**src/rtl/mode_ctrl_if.sv**
```systemverilog
`default_nettype none
// ============================================================================
// Module      : mode_ctrl_if
// Description : Button / mode-select signal bundle between a button source and
//               mode_ctrl. The mode_chg member exists only with MODE_CHG_PULSE_EN.
// Revision    : 1.0  initial release
// ============================================================================
interface mode_ctrl_if;
    logic btn;
    logic sel;
    logic btn_db;
`ifdef MODE_CHG_PULSE_EN
    logic mode_chg;

    modport master (output btn, input sel, input btn_db, input mode_chg);
    modport slave  (input btn, output sel, output btn_db, output mode_chg);
`else
    modport master (output btn, input sel, input btn_db);
    modport slave  (input btn, output sel, output btn_db);
`endif
endinterface
`default_nettype wire

```
**src/rtl/mode_ctrl.sv**
```systemverilog
`default_nettype none
// ============================================================================
// Module      : mode_ctrl
// Description : Debounces a raw mode button and toggles the up/down counter
//               direction once per accepted press. Optional macro
//               MODE_CHG_PULSE_EN adds the single-cycle mode_chg pulse.
// Revision    : 1.0  initial release
// ============================================================================
module mode_ctrl #(
    parameter int unsigned DEB_CYCLES = 4,
    parameter bit          SEL_RST    = 1'b1
) (
    input  logic       clk,
    input  logic       rst_n,
    mode_ctrl_if.slave bus
);

    localparam logic [1:0] c_released  = 2'd0;
    localparam logic [1:0] c_pressing  = 2'd1;
    localparam logic [1:0] c_pressed   = 2'd2;
    localparam logic [1:0] c_releasing = 2'd3;
    localparam logic [7:0] c_deb       = 8'(DEB_CYCLES);

    logic       r_s1;
    logic       r_s2;
    logic [1:0] r_state;
    logic [7:0] r_cnt;
    logic       r_sel;
    logic       r_btn_db;

    logic [1:0] w_state_nxt;
    logic [7:0] w_cnt_nxt;
    logic       w_press_acc;
    logic       w_sel_nxt;
    logic       w_btn_db_nxt;

    // btn is asynchronous; nothing but r_s1 may sample it
    always_ff @(posedge clk) begin
        if (!rst_n) begin
            r_s1 <= 1'b0;
            r_s2 <= 1'b0;
        end else begin
            r_s1 <= bus.btn;
            r_s2 <= r_s1;
        end
    end

    always_ff @(posedge clk) begin
        if (!rst_n) begin
            r_state  <= c_released;
            r_cnt    <= 8'd0;
            r_sel    <= SEL_RST;
            r_btn_db <= 1'b0;
        end else begin
            r_state  <= w_state_nxt;
            r_cnt    <= w_cnt_nxt;
            r_sel    <= w_sel_nxt;
            r_btn_db <= w_btn_db_nxt;
        end
    end

    // Counter stops at c_deb (at most 255), so it can never wrap
    always_comb begin
        w_state_nxt = r_state;
        w_cnt_nxt   = r_cnt;
        case (r_state)
            c_released: begin
                if (r_s2) begin
                    w_state_nxt = c_pressing;
                    w_cnt_nxt   = 8'd1;
                end
            end
            c_pressing: begin
                if (!r_s2) begin
                    w_state_nxt = c_released;
                    w_cnt_nxt   = 8'd0;
                end else if (r_cnt == c_deb) begin
                    w_state_nxt = c_pressed;
                end else begin
                    w_cnt_nxt = r_cnt + 8'd1;
                end
            end
            c_pressed: begin
                if (!r_s2) begin
                    w_state_nxt = c_releasing;
                    w_cnt_nxt   = 8'd1;
                end
            end
            c_releasing: begin
                if (r_s2) begin
                    w_state_nxt = c_pressed;
                    w_cnt_nxt   = 8'd0;
                end else if (r_cnt == c_deb) begin
                    w_state_nxt = c_released;
                end else begin
                    w_cnt_nxt = r_cnt + 8'd1;
                end
            end
            default: begin
                w_state_nxt = c_released;
                w_cnt_nxt   = 8'd0;
            end
        endcase
    end

    // Outputs are registered from the next state so they align with it
    always_comb begin
        w_press_acc  = (r_state == c_pressing) && (w_state_nxt == c_pressed);
        w_sel_nxt    = w_press_acc ? ~r_sel : r_sel;
        w_btn_db_nxt = (w_state_nxt == c_pressed) || (w_state_nxt == c_releasing);
    end

    assign bus.sel    = r_sel;
    assign bus.btn_db = r_btn_db;

`ifdef MODE_CHG_PULSE_EN
    logic r_mode_chg;

    always_ff @(posedge clk) begin
        if (!rst_n) begin
            r_mode_chg <= 1'b0;
        end else begin
            r_mode_chg <= w_press_acc;
        end
    end

    assign bus.mode_chg = r_mode_chg;
`endif

endmodule
`default_nettype wire
```
**src/flat_wrapper.sv**
```systemverilog
// flat-port wrapper written by rule: the top's interface ports become plain ports
module mode_ctrl_flat 
#(
    parameter int unsigned DEB_CYCLES = 4,
    parameter bit          SEL_RST    = 1'b1
)
  (clk, rst_n, bus_btn, bus_sel, bus_btn_db);
  mode_ctrl_if bus_i ();
  input  logic clk;
  input  logic rst_n;
  input wire logic [$bits(bus_i.btn)-1:0] bus_btn;
  output wire logic [$bits(bus_i.sel)-1:0] bus_sel;
  output wire logic [$bits(bus_i.btn_db)-1:0] bus_btn_db;
  assign bus_i.btn = bus_btn;
  assign bus_sel = bus_i.sel;
  assign bus_btn_db = bus_i.btn_db;
  mode_ctrl #(.DEB_CYCLES(DEB_CYCLES), .SEL_RST(SEL_RST)) u_core (.clk(clk), .rst_n(rst_n), .bus(bus_i));
endmodule
```
**config.mk**
```make
export PLATFORM = sky130hd
export DESIGN_NAME = mode_ctrl_flat
export DESIGN_NICKNAME = d
export VERILOG_FILES = /design/src/rtl/mode_ctrl_if.sv /design/src/rtl/mode_ctrl.sv /design/src/flat_wrapper.sv
export SDC_FILE = /design/constraint.sdc
export NUM_CORES = 1
export LEC_CHECK = 0
export BUFFER_PORTS_ARGS = -buffer_cell sky130_fd_sc_hd__buf_4
export CORE_UTILIZATION = 40
export DETAILED_ROUTE_END_ITERATION = 8
export PLACE_DENSITY = 0.57
export SLEW_MARGIN = 25
export SYNTH_ARGS = -nofsm -noshare
export SYNTH_HDL_FRONTEND = slang
export SYNTH_SLANG_ARGS = --single-unit
```
**constraint.sdc**
```tcl
create_clock -name clk -period 1.9 [get_ports clk]
set_clock_uncertainty 0.05 [all_clocks]
set_input_delay 0.57 -clock clk [delete_from_list [all_inputs] [get_ports clk]]
set_output_delay 0.57 -clock clk [all_outputs]
set_load 0.02 [all_outputs]
```
Word level (Yosys, flattened, before mapping)
Cells that the tools add are included.

word-level totals
  register bits = 14
  input bits = 3
  output and inout port bits = 2
  logic and storage cells = 33

operators by class
  $add $sub $neg = 1
  eq/ne operators = 8
  mux-type cells = 13
  bitwise operators = 1
  reductions and logical operators = 4

operator list
  cell                   count
  $mux W8                5
  $pmux W8 S4            1
  $mux W2                6
  $add A8 B1 Y8 const B  1
  $eq A2 B2 Y1 const B   4
  $eq A8 B3 Y1 const B   1
  $pmux W2 S4            1
  $eq A2 B1 Y1 const B   1
  $logic_not A2 Y1       1
  $ne A2 B1 Y1 const B   1
  $ne A2 B2 Y1 const B   1
  $reduce_and A2 Y1      1
  $logic_and A1 B1 Y1    1
  $logic_or A1 B1 Y1     1
  $not A1 Y1             1

Logic depth before layout (Yosys ltp)
Gate-level depths: netlist (run 1).

  depth after elaboration = 6
  mapped depth = 6
  depth with buffers taken out = 6

Worst setup path before layout (run 1)
No wires, ideal clock.

  path kind = input to register
  start = in rst_n
  end = reg u_core.r_cnt[7]
  library setup time = 72 ps
  arrival time = 1370 ps
  data required time = 1778 ps
  setup slack = 408 ps
  stages = 5
  path buffers = 1
  cell sequence = clkbuf_1 -> inv_1 -> nor3_1 -> a31oi_1 -> mux2i_1

RTL lines
  element                 RTL line            source
  start: declaration      flat_wrapper.sv:10  input logic rst_n;
  end signal: assignment  mode_ctrl.sv:56     r_cnt <= w_cnt_nxt;
  end: declaration        mode_ctrl.sv:27     logic [7:0] r_cnt;

Final worst setup path (run 1)
  start = reg u_core.r_cnt[0]
  end = reg u_core.r_cnt[0]

on the way
  word-level cells in the longest chain between the ends = 4
  elaborated cells between the ends (all ways) = 6
  those cells by class = 1 x add/sub; 1 x eq/ne; 4 x mux

ends and longest elaborated chain
  element                                               RTL line                          source
  $add A8 B1 Y8 / $eq A8 B3 Y1 (equally long branches)  n/a
  $mux W8 (*)                                           mode_ctrl.sv:77, mode_ctrl.sv:93
  $mux W8 (on tied branches)                            mode_ctrl.sv:90, mode_ctrl.sv:74
  $pmux W8 S4 (*)                                       mode_ctrl.sv:66                   case (r_state)

Mark *: on every way between the ends. The rest lies on a longest branch, timed or not.
A chain may end at the register's enable or synchronous reset.

==> results by group, run 1 <==
Run status
  • Status: complete, no violations

Logic synthesis
  • Yosys warns: 0
  • FF+latch count, synth: 14
  • Asr flop ratio synth: 0%
  • Post-Syn Nets: 85
  • Syn Inst Count: 80
  • Synth Area per Inst: 8.633 um^2
  • Synth Flop Type: dfxtp_1
  • Post-synth EDFFs: 0
  • Distinct cell type count after synthesis: 31
  • Seq/Total Area, Yosys: 40.58%
  • Syn Std Cell Area: 690.7 um^2

Timing
  • Max Slew Vio Count: 0
  • Max-Slew Margin vs Limit: 72.42%
  • Setup violators final: 0
  • Period minus WS final: 1.580 ns
  • Final count of hold timing violations: 0
  • Slew @ Worst Pin: 0.4106 ns
  • Final period utilization: 83.17%
  • RSZ-0062 raised after global routing: no
  • Setup TNS: 0 ns
  • F_max: 632.8 MHz

Setup path
  • Setup crit end kind: register
  • CP arrival: 1.69 ns
  • Max Fanout on Critical Path: 5
  • Worst path max stage delay: 0.39 ns
  • Crit path buf inv count: 1
  • CP Launch Type: register
  • Crit-path cells: inv_1, ha_1, and4bb_2, and2_1, a21boi_0, o32ai_1
  • Kind of critical path: register to register
  • Family with the most delay on the worst path: simple AND/OR/NAND/NOR gates
  • Slowest-stage cell, CP: dfxtp_1
  • Critical Path RT: 2.00 ns

Floorplan
  • Die H: 43.56 um
  • I/O pins: 5
  • Initial core utilization: 44.30%
  • # rows: 14
  • Die ar.: 1897 um^2
  • Core area: 1559 um^2
  • DIE WIDTH: 43.56 um

Layout
  • Layout Nets: 93
  • Filler instances: 154
  • Fraction of layout instances using a drive strength above 1: 16.28%
  • Register Area: 280.3 um^2
  • Synthesis-to-finish area growth: 10.33%
  • Non-filler cells in the finished layout: 102
  • Antenna diodes: 0
  • Most common cell after layout, fill and taps aside: dfxtp_1
  • Multi-input logic area: 379.1 um^2
  • Most frequent cells in the layout: dfxtp_1 (14), nand2_1 (11), inv_1 (6)

CTS
  • Number of setup buffers added after CTS: 0
  • CTS Root Cell: clkbuf_4
  • Cts hold-fix bufs: 0
  • CTS tree: done
  • H-tree depth: 1
  • Clk slew on worst S/H paths: 0.07 ns
  • Total CTS buffers: 3
  • Cts repair resizes: 0
  • Clk_lat worst skew: 0.28 ns
  • # clock sinks: 14
  • CTS max path bufs: 2

Power and ir drop
  • Pwr/cell area: 643.9 nW/um^2
  • Int Pwr: 0.3810 mW
  • Logic pwr share: 5.0%
  • Sw Ratio: 22.35%
  • Psw: 0.1097 mW
  • Pleak: 0.2898 nW
  • Max IR drop VDD: 0.4364 mV
  • Clk network pwr share: 33.6%
  • Sequential share of power: 61.3%

GRT
  • Number of global-route vias before repair: 524
  • First-pass GRT wire length: 2311 um
  • Initial antenna violation count: 0
  • Largest net degree at the start of global routing: 11
  • Gr ovfl total: 0
  • Overall routing resource usage: 16.93%

Routing
  • 1st-iter DRT viols: 21
  • Number of vias per cell: 5.598
  • DRT Pass-1 Iters: 4
  • # DRC: 0
  • Final WL: 1322 um
  • Via Count: 571
  • Routed len/inst: 12.96 um
  • Post-route ant nets: 0

Placement
  • Gpl congestion: 0.7685
  • Hpwl dp: 999.7 um
  • I/O Buffers: 4
  • Dpl cells: 99

Flow run
  • Max-Cap Viols: 0

Hold path
  • HP Class: register to register
## cell usage after synthesis, drive strengths merged (3+ instances only)
library cell / number / share of area (%)
a21oi: 4 / 2.9
and2: 4 / 3.8
dfxtp: 14 / 41
inv: 6 / 3.3
nand2: 12 / 6.9
nand3: 3 / 2.2
nor2: 4 / 2.2
o32ai: 3 / 3.8
xor2: 4 / 6.2
## metrics by stage
stage / hold WS, ns / utilization (%) / setup slack, ns / total power [mW] / instance area, um^2
6_report: 0.3916 / 48.88 / 0.3198 / 0.4906 / 762.0
4_1_cts: 0.3967 / 48.88 / 0.3214 / 0.4956 / 762.0
5_1_grt: 0.4319 / 48.88 / 0.2100 / 0.5192 / 762.0
2_1_floorplan: 0.3619 / - / 0.4082 / 0.3237 / 690.7
3_3_place_gp: 0.3727 / 47.43 / 0.3690 / 0.3322 / 739.5
3_5_place_dp: 0.3779 / 47.43 / 0.3429 / 0.3324 / 739.5
## final timing paths
kind                    from               to  slack, ns  cells after the start
min              u_core.r_s1      u_core.r_s2       0.39                      1
max reg2reg  u_core.r_cnt[0]  u_core.r_cnt[0]       0.32                      6
max          u_core.r_cnt[0]  u_core.r_cnt[0]       0.32                      6
min reg2reg      u_core.r_s1      u_core.r_s2       0.39                      1
## per-layer routing
layer / vias up / wire [um] / global-route usage [%]
li1: 294 / - / -
met1: 265 / 633 / 21.39
met2: 10 / 619 / 25.67
met3: 2 / 57 / 7.500
met4: 0 / 12 / 5.625
met5: - / 0 / 0
## registers in the layout (all words and copies together), names as in the netlist
register           cells
u_core.bus.sel         1
u_core.r_cnt           8
u_core.r_s2            1
u_core.bus.btn_db      1
u_core.r_s1            1
u_core.r_state         2
## power groups by stage
| stage | clock [mW] | combinational, mW | sequential [mW] |
|---|---|---|---|
| final | 0.165 | 0.0247 | 0.301 |
| after global routing | 0.189 | 0.0277 | 0.302 |
| after CTS | 0.170 | 0.0246 | 0.301 |
| after detailed placement | 0 | 0.0245 | 0.308 |
| after global placement | 0 | 0.0243 | 0.308 |
| after floorplan | 0 | 0.0178 | 0.306 |
## cell type report
| class | count | area share (%) |
|---|---|---|
| Clock buffer | 3 | 2.956 |
| Inverter | 6 | 2.956 |
| Multi-Input combinational cell | 58 | 49.75 |
| Sequential cell | 14 | 36.78 |
| Tap cell | 16 | 2.627 |
| Timing Repair Buffer | 5 | 4.926 |
## cells by family (layout without fill, tap and decap cells)
| family | after synthesis | in the layout | share of synthesized area, % |
|---|---|---|---|
| AND/OR/NAND/NOR | 34 | 34 | 26.45 |
| AO/OA/AOI/OAI | 16 | 16 | 15.76 |
| flip-flops | 14 | 14 | 40.58 |
| buffers and inverters | 8 | 14 | 4.528 |
| XOR/XNOR | 4 | 4 | 6.161 |
| adder cells (fa/ha/maj) | 2 | 2 | 3.623 |
| multiplexers | 2 | 2 | 2.899 |
No activity file was read; power rests on OpenSTA's default activity.
==> run 2: changes to the inputs <==
Settings changed: PLACE_DENSITY 0.57 to 0.59.
Clock period 1.9 ns to 1.4 ns, I/O delays scaled along.
==> run 2 against run 1 <==
The run now ends with negative setup slack left. Hold slack got worse by 0.10 ns. Register-to-register slack got worse by 0.34 ns. Worst setup slack got worse by 0.34 ns. Sequential share of layout area fell by 6.2 points. Critical path depth did not move. Utilization rose by 11 points. Wire length rose by 13%. Flip-flop and latch count did not move. Combinational power rose by 130%. Largest cell class unchanged.
==> results by group, run 2 (synthesis gave the netlist of run 1 again) <==
Setup path
  • CP Launch Type: register (unchanged)
  • Max Fanout on Critical Path: 5 (unchanged)
  • Crit path buf inv count: 1 (unchanged)
  • Family with the most delay on the worst path: simple AND/OR/NAND/NOR gates (unchanged)
  • CP arrival: 1.56 ns (was 1.69 ns)
  • Worst path max stage delay: 0.33 ns (was 0.39 ns)
  • R2r worst-path depth: 6 (unchanged)
  • Reg-to-reg slack, setup: -0.02 ns (was 0.32 ns)
  • Setup crit end kind: register (unchanged)
  • Reg2Reg Launch Point: u_core.r_cnt[0] (unchanged)
  • Kind of critical path: register to register (unchanged)
  • Reg2reg end: u_core.r_cnt[0] (unchanged)
  • Crit-path cells: inv_2, ha_4, and4bb_2, and2_4, a21boi_2, o32ai_2 (was inv_1, ha_1, and4bb_2, and2_1, a21boi_0, o32ai_1)
  • Slowest-stage cell, CP: dfxtp_2 (was dfxtp_1)
  • Critical Path RT: 1.54 ns (was 2.00 ns)

Timing
  • Max-Slew Margin vs Limit: 73.41% (was 72.42%)
  • Worst hold margin: 0.2898 ns (was 0.3916 ns)
  • Final period utilization: 101.5% (was 83.17%)
  • Setup TNS: -0.02317 ns (was 0 ns)
  • Slew @ Worst Pin: 0.3957 ns (was 0.4106 ns)
  • Final count of hold timing violations: 0 (unchanged)
  • F_max: 703.6 MHz (was 632.8 MHz)
  • Max Slew Vio Count: 0 (unchanged)
  • Period minus WS final: 1.421 ns (was 1.580 ns)
  • Setup violators final: 2 (was 0)
  • Worst setup margin: -0.02126 ns (was 0.3198 ns)
  • RSZ-0062 raised after global routing: yes (was no)

Run status
  • Violated checks: negative setup slack
  • Status: finished, violations left (was complete, no violations)

CTS
  • Clk slew on worst S/H paths: 0.08 ns (was 0.07 ns)
  • CTS Root Cell: clkbuf_4 (unchanged)
  • CTS tree: done (unchanged)
  • # clock sinks: 14 (unchanged)
  • H-tree depth: 1 (unchanged)
  • Clk_lat worst skew: 0.28 ns (about the same)
  • CTS max path bufs: 2 (unchanged)
  • Total CTS buffers: 3 (unchanged)

Routing
  • Via Count: 636 (was 571)
  • 1st-iter DRT viols: 16 (was 21)
  • Post-route ant nets: 0 (unchanged)
  • Final WL: 1490 um (was 1322 um)
  • Routed len/inst: 12.63 um (was 12.96 um)
  • Number of vias per cell: 5.390 (was 5.598)
  • DRT Pass-1 Iters: 4 (unchanged)
  • # DRC: 0 (unchanged)

Power and ir drop
  • Max IR drop VDD: 0.6119 mV (was 0.4364 mV)
  • Pleak: 0.3770 nW (was 0.2898 nW)
  • Pwr/cell area: 737.6 nW/um^2 (was 643.9 nW/um^2)
  • Total Power: 0.6876 mW (was 0.4906 mW)

Placement
  • Cell Area, Placed: 837.1 um^2 (was 739.5 um^2)
  • Hpwl dp: 1101 um (was 999.7 um)
  • Gpl congestion: 0.8171 (was 0.7685)
  • I/O Buffers: 4 (unchanged)
  • Dpl ws: -0.07446 ns (was 0.3429 ns)
  • Dpl cells: 112 (was 99)

Hold path
  • HP Class: primary input to register (was register to register)
  • Worst Min Path Start: rst_n (was u_core.r_s1)
  • Hold worst-path end: u_core.bus.sel (was u_core.r_s2)
  • Hold Path Depth: 2 (was 1)

Floorplan
  • I/O pins: 5 (unchanged)
  • DIE WIDTH: 43.56 um (unchanged)
  • Die ar.: 1897 um^2 (unchanged)
  • Core area: 1559 um^2 (unchanged)
  • Die H: 43.56 um (unchanged)
  • Initial core utilization: 44.30% (unchanged)
  • # rows: 14 (unchanged)

GRT
  • Overall routing resource usage: 17.94% (was 16.93%)
  • Largest net degree at the start of global routing: 8 (was 11)
  • Initial antenna violation count: 0 (unchanged)
  • Number of global-route vias before repair: 575 (was 524)
  • First-pass GRT wire length: 2380 um (was 2311 um)
  • Gr ovfl total: 0 (unchanged)

Layout
  • Largest register FFs: 8 (unchanged)
  • Finished Cell Area: 932.1 um^2 (was 762.0 um^2)
  • Post-layout util: 59.79% (was 48.88%)
  • Synthesis-to-finish area growth: 34.96% (was 10.33%)
  • Fraction of layout instances using a drive strength above 1: 43.14% (was 16.28%)
  • Most common cell after layout, fill and taps aside: buf_4 (was dfxtp_1)
  • Non-filler cells in the finished layout: 118 (was 102)
  • Layout Nets: 109 (was 93)
  • Antenna diodes: 0 (unchanged)
  • Biggest register: u_core.r_cnt (unchanged)
  • Largest regs: u_core.r_cnt x8, u_core.r_state x2 (unchanged)
  • Most frequent cells in the layout: buf_4 (21), nand2_1 (11), dfxtp_1 (10) (was dfxtp_1 (14), nand2_1 (11), inv_1 (6))

Flow run
  • Max-Cap Viols: 0 (unchanged)
==> run 2: final cells by class <==
type                       count  area (um^2)
fill                         139        626.9
timing repair buffer          21        157.7
multi-input combinational     58        424.2
inverter                       6        22.52
tap                           16        20.02
clock buffer                   3        22.52
sequential                    14        285.3
==> run 2: per-layer routing <==
layer	routed length (um)	vias to the layer above	global-route usage (%)
met5	0	-	0
met4	36	0	11.25
met3	80	4	5.000
met2	686	12	28.06
met1	687	294	21.61
li1	-	326	-
==> run 2: how the worst max path moves through the flow <==
stage / cells after the start / end / slack (ns) / from
after detailed placement: 6 / u_core.r_cnt[0] / -0.07 / u_core.r_cnt[0]
after CTS: 6 / u_core.r_cnt[0] / -0.02 / u_core.r_cnt[0]
final: 6 / u_core.r_cnt[0] / -0.02 / u_core.r_cnt[0]
after global placement: 6 / u_core.r_cnt[0] / -0.05 / u_core.r_cnt[0]
after global routing: 6 / u_core.r_cnt[0] / -0.08 / u_core.r_cnt[0]
after floorplan: 6 / u_core.r_cnt[0] / 0.008 / u_core.r_cnt[0]
==> run 2: repair_timing <==
item,in CTS,in global routing
pin swaps,2,6
buffers inserted,1,2
setup endpoints to repair,4,9
resized for setup,2,16
hold buffers,0,0
==> run 2: report_power, final <==
part / switching, mW / internal, mW
logic: 0.0268 / 0.0296
registers: 0.00402 / 0.404
clock network: 0.124 / 0.0998
==> run 3: changes to the inputs <==
Settings changed: CORE_UTILIZATION 40 to 50, PLACE_DENSITY 0.59 to 0.71.
==> run 3 against run 2 <==
Highest routed layer unchanged. Largest power group unchanged. Critical path depth is 1 higher. The flow still finishes with violations (negative setup slack). Total power is 11% higher. Critical path type unchanged. Clock power is 32% higher. Sequential power hardly changed. Hold slack better by 0.011 ns.
==> results by group, run 3 (synthesis gave the netlist of run 1 again) <==
Setup path
  • Family with the most delay on the worst path: simple AND/OR/NAND/NOR gates (unchanged)
  • R2r worst-path depth: 7 (was 6)
  • CP Launch Type: register (unchanged)
  • Crit path buf inv count: 2 (was 1)
  • Worst path max stage delay: 0.38 ns (was 0.33 ns)
  • Critical Path RT: 1.53 ns (was 1.54 ns)
  • Kind of critical path: register to register (unchanged)
  • Crit-path cells: inv_2, ha_4, and4bb_2, and2_4, buf_6, a21oi_2, o32ai_2 (was inv_2, ha_4, and4bb_2, and2_4, a21boi_2, o32ai_2)
  • CP arrival: 1.63 ns (was 1.56 ns)
  • Setup crit end kind: register (unchanged)
  • Max Fanout on Critical Path: 4 (was 5)
  • Crit path depth: 7 (was 6)
  • Slowest-stage cell, CP: dfxtp_2 (unchanged)

Layout
  • Antenna diodes: 0 (unchanged)
  • Biggest register: u_core.r_cnt (unchanged)
  • Largest regs: u_core.r_cnt x8, u_core.r_state x2 (unchanged)
  • Synthesis-to-finish area growth: 42.21% (was 34.96%)
  • Filler instances: 87 (was 139)
  • Largest register FFs: 8 (unchanged)
  • Non-filler cells in the finished layout: 116 (was 118)
  • Multi-input logic area: 464.2 um^2 (was 424.2 um^2)
  • Register Area: 290.3 um^2 (was 285.3 um^2)
  • Most frequent cells in the layout: buf_4 (17), nand2_1 (11), dfxtp_1 (10) (was buf_4 (21), nand2_1 (11), dfxtp_1 (10))
  • Fraction of layout instances using a drive strength above 1: 44.55% (was 43.14%)
  • Most common cell after layout, fill and taps aside: buf_4 (unchanged)
  • Layout Nets: 107 (was 109)

Placement
  • Gpl congestion: 0.8848 (was 0.8171)
  • Hpwl dp: 1052 um (was 1101 um)
  • I/O Buffers: 4 (unchanged)
  • Dpl ws: -0.07163 ns (was -0.07446 ns)
  • Dpl cells: 109 (was 112)

Routing
  • Met2 wire len: 856 um (was 686 um)
  • Post-route ant nets: 0 (unchanged)
  • Wire length on met1: 755 um (was 687 um)
  • Wire length on met3: 72 um (was 80 um)
  • Highest Signal Layer: met4 (unchanged)
  • DRT Pass-1 Iters: 4 (unchanged)
  • 1st-iter DRT viols: 12 (was 16)
  • Final WL: 1696 um (was 1490 um)
  • Via Count: 662 (was 636)
  • # DRC: 0 (unchanged)
  • Routed len/inst: 14.62 um (was 12.63 um)
  • Number of vias per cell: 5.707 (was 5.390)

CTS
  • Cts hold-fix bufs: 0 (unchanged)
  • # clock sinks: 14 (unchanged)
  • Total CTS buffers: 3 (unchanged)
  • CTS tree: done (unchanged)
  • Clk_lat worst skew: 0.29 ns (was 0.28 ns)
  • CTS Root Cell: clkbuf_4 (unchanged)
  • CTS max path bufs: 2 (unchanged)
  • H-tree depth: 1 (unchanged)
  • Clk slew on worst S/H paths: 0.09 ns (was 0.08 ns)

Floorplan
  • Core area: 1285 um^2 (was 1559 um^2)
  • I/O pins: 5 (unchanged)
  • DIE WIDTH: 39.17 um (was 43.56 um)
  • # rows: 13 (was 14)
  • Die H: 39.17 um (was 43.56 um)
  • Initial core utilization: 53.75% (was 44.30%)
  • Die ar.: 1534 um^2 (was 1897 um^2)

Power and ir drop
  • Total Power: 0.7636 mW (was 0.6876 mW)
  • Pleak: 0.3805 nW (was 0.3770 nW)
  • Max IR drop VDD: 0.5527 mV (was 0.6119 mV)
  • Pwr/cell area: 777.5 nW/um^2 (was 737.6 nW/um^2)

Timing
  • Setup violators final: 5 (was 2)
  • Worst setup margin: -0.09335 ns (was -0.02126 ns)
  • Max-Slew Margin vs Limit: 70.51% (was 73.41%)
  • Final period utilization: 106.7% (was 101.5%)
  • Worst hold margin: 0.3005 ns (was 0.2898 ns)
  • Final count of hold timing violations: 0 (unchanged)
  • F_max: 669.6 MHz (was 703.6 MHz)
  • Slew @ Worst Pin: 0.4390 ns (was 0.3957 ns)
  • Max Slew Vio Count: 0 (unchanged)
  • RSZ-0062 raised after global routing: yes (unchanged)
  • Period minus WS final: 1.493 ns (was 1.421 ns)

GRT
  • First-pass GRT wire length: 2263 um (was 2380 um)
  • Gr ovfl total: 0 (unchanged)
  • Number of global-route vias before repair: 563 (was 575)
  • Largest net degree at the start of global routing: 9 (was 8)
  • Overall routing resource usage: 22.98% (was 17.94%)
  • Initial antenna violation count: 0 (unchanged)

Hold path
  • Hold Path Depth: 2 (unchanged)
  • HP Class: primary input to register (unchanged)

Run status
  • Violated checks: negative setup slack (unchanged)
  • Status: finished, violations left (unchanged)

Flow run
  • Max-Cap Viols: 0 (unchanged)
## run 3: cell count changes in the layout (fill, tap and decap cells not counted), moves of 2 or more
cell     change
buf_6        +2
dfxtp_2      -2
dfxtp_4      +2
a21oi_1      -2
buf_4        -4
## run 3: what timing repair did
action,CTS,global route
setup buffers,0,3
gates resized for setup,6,20
setup endpoints to repair,7,9
pin swaps,0,7
## run 3: worst register-to-register path: cells and delay by family, from the launching register on
family | cells | cell delay [ns]
adders and majority gates | 1 | 0.14
buffers and inverters | 2 | 0.17
DFF | 1 | 0.38
and+or+nand+nor | 2 | 0.43
AOI/OAI and AO/OA | 2 | 0.21
## run 3: routing by layer
metal / up-vias / GRT usage [%]
met4: 0 / 15.52
met2: 22 / 36.67
met1: 314 / 26.95
met5: - / 0
li1: 324 / -
met3: 2 / 5.202
## run 3: through the flow
step | TNS, ns | instance area (um^2) | util, %
CTS | -0.03038 | 864.6 | 67.28
finish | -0.1943 | 982.2 | 76.44
global route | -0.5356 | 982.2 | 76.44
detailed placement | -0.1758 | 820.8 | 63.88
global placement | -0.01761 | 820.8 | 63.88
floorplan | 0 | 690.7 | -
## run 3: final timing paths
check,slack (ns),to,startpoint
setup / recovery,-0.09,u_core.r_cnt[1],u_core.r_cnt[1]
hold / removal,0.30,u_core.r_s1,bus_btn
setup reg to reg,-0.09,u_core.r_cnt[1],u_core.r_cnt[1]
hold reg to reg,0.42,u_core.r_cnt[7],u_core.r_cnt[7]
## run 3: cell type report
type	instances	area share, %
inverters	6	2.293
flip-flops and latches	14	29.55
repair buffers	19	15.29
multi-input cells	58	47.26
clock buffers	4	3.694
well taps	15	1.911
## run 3: power by group
group / internal [mW] / switching (mW)
combinational: 0.0312 / 0.0299
clock: 0.158 / 0.138
sequential: 0.400 / 0.00563
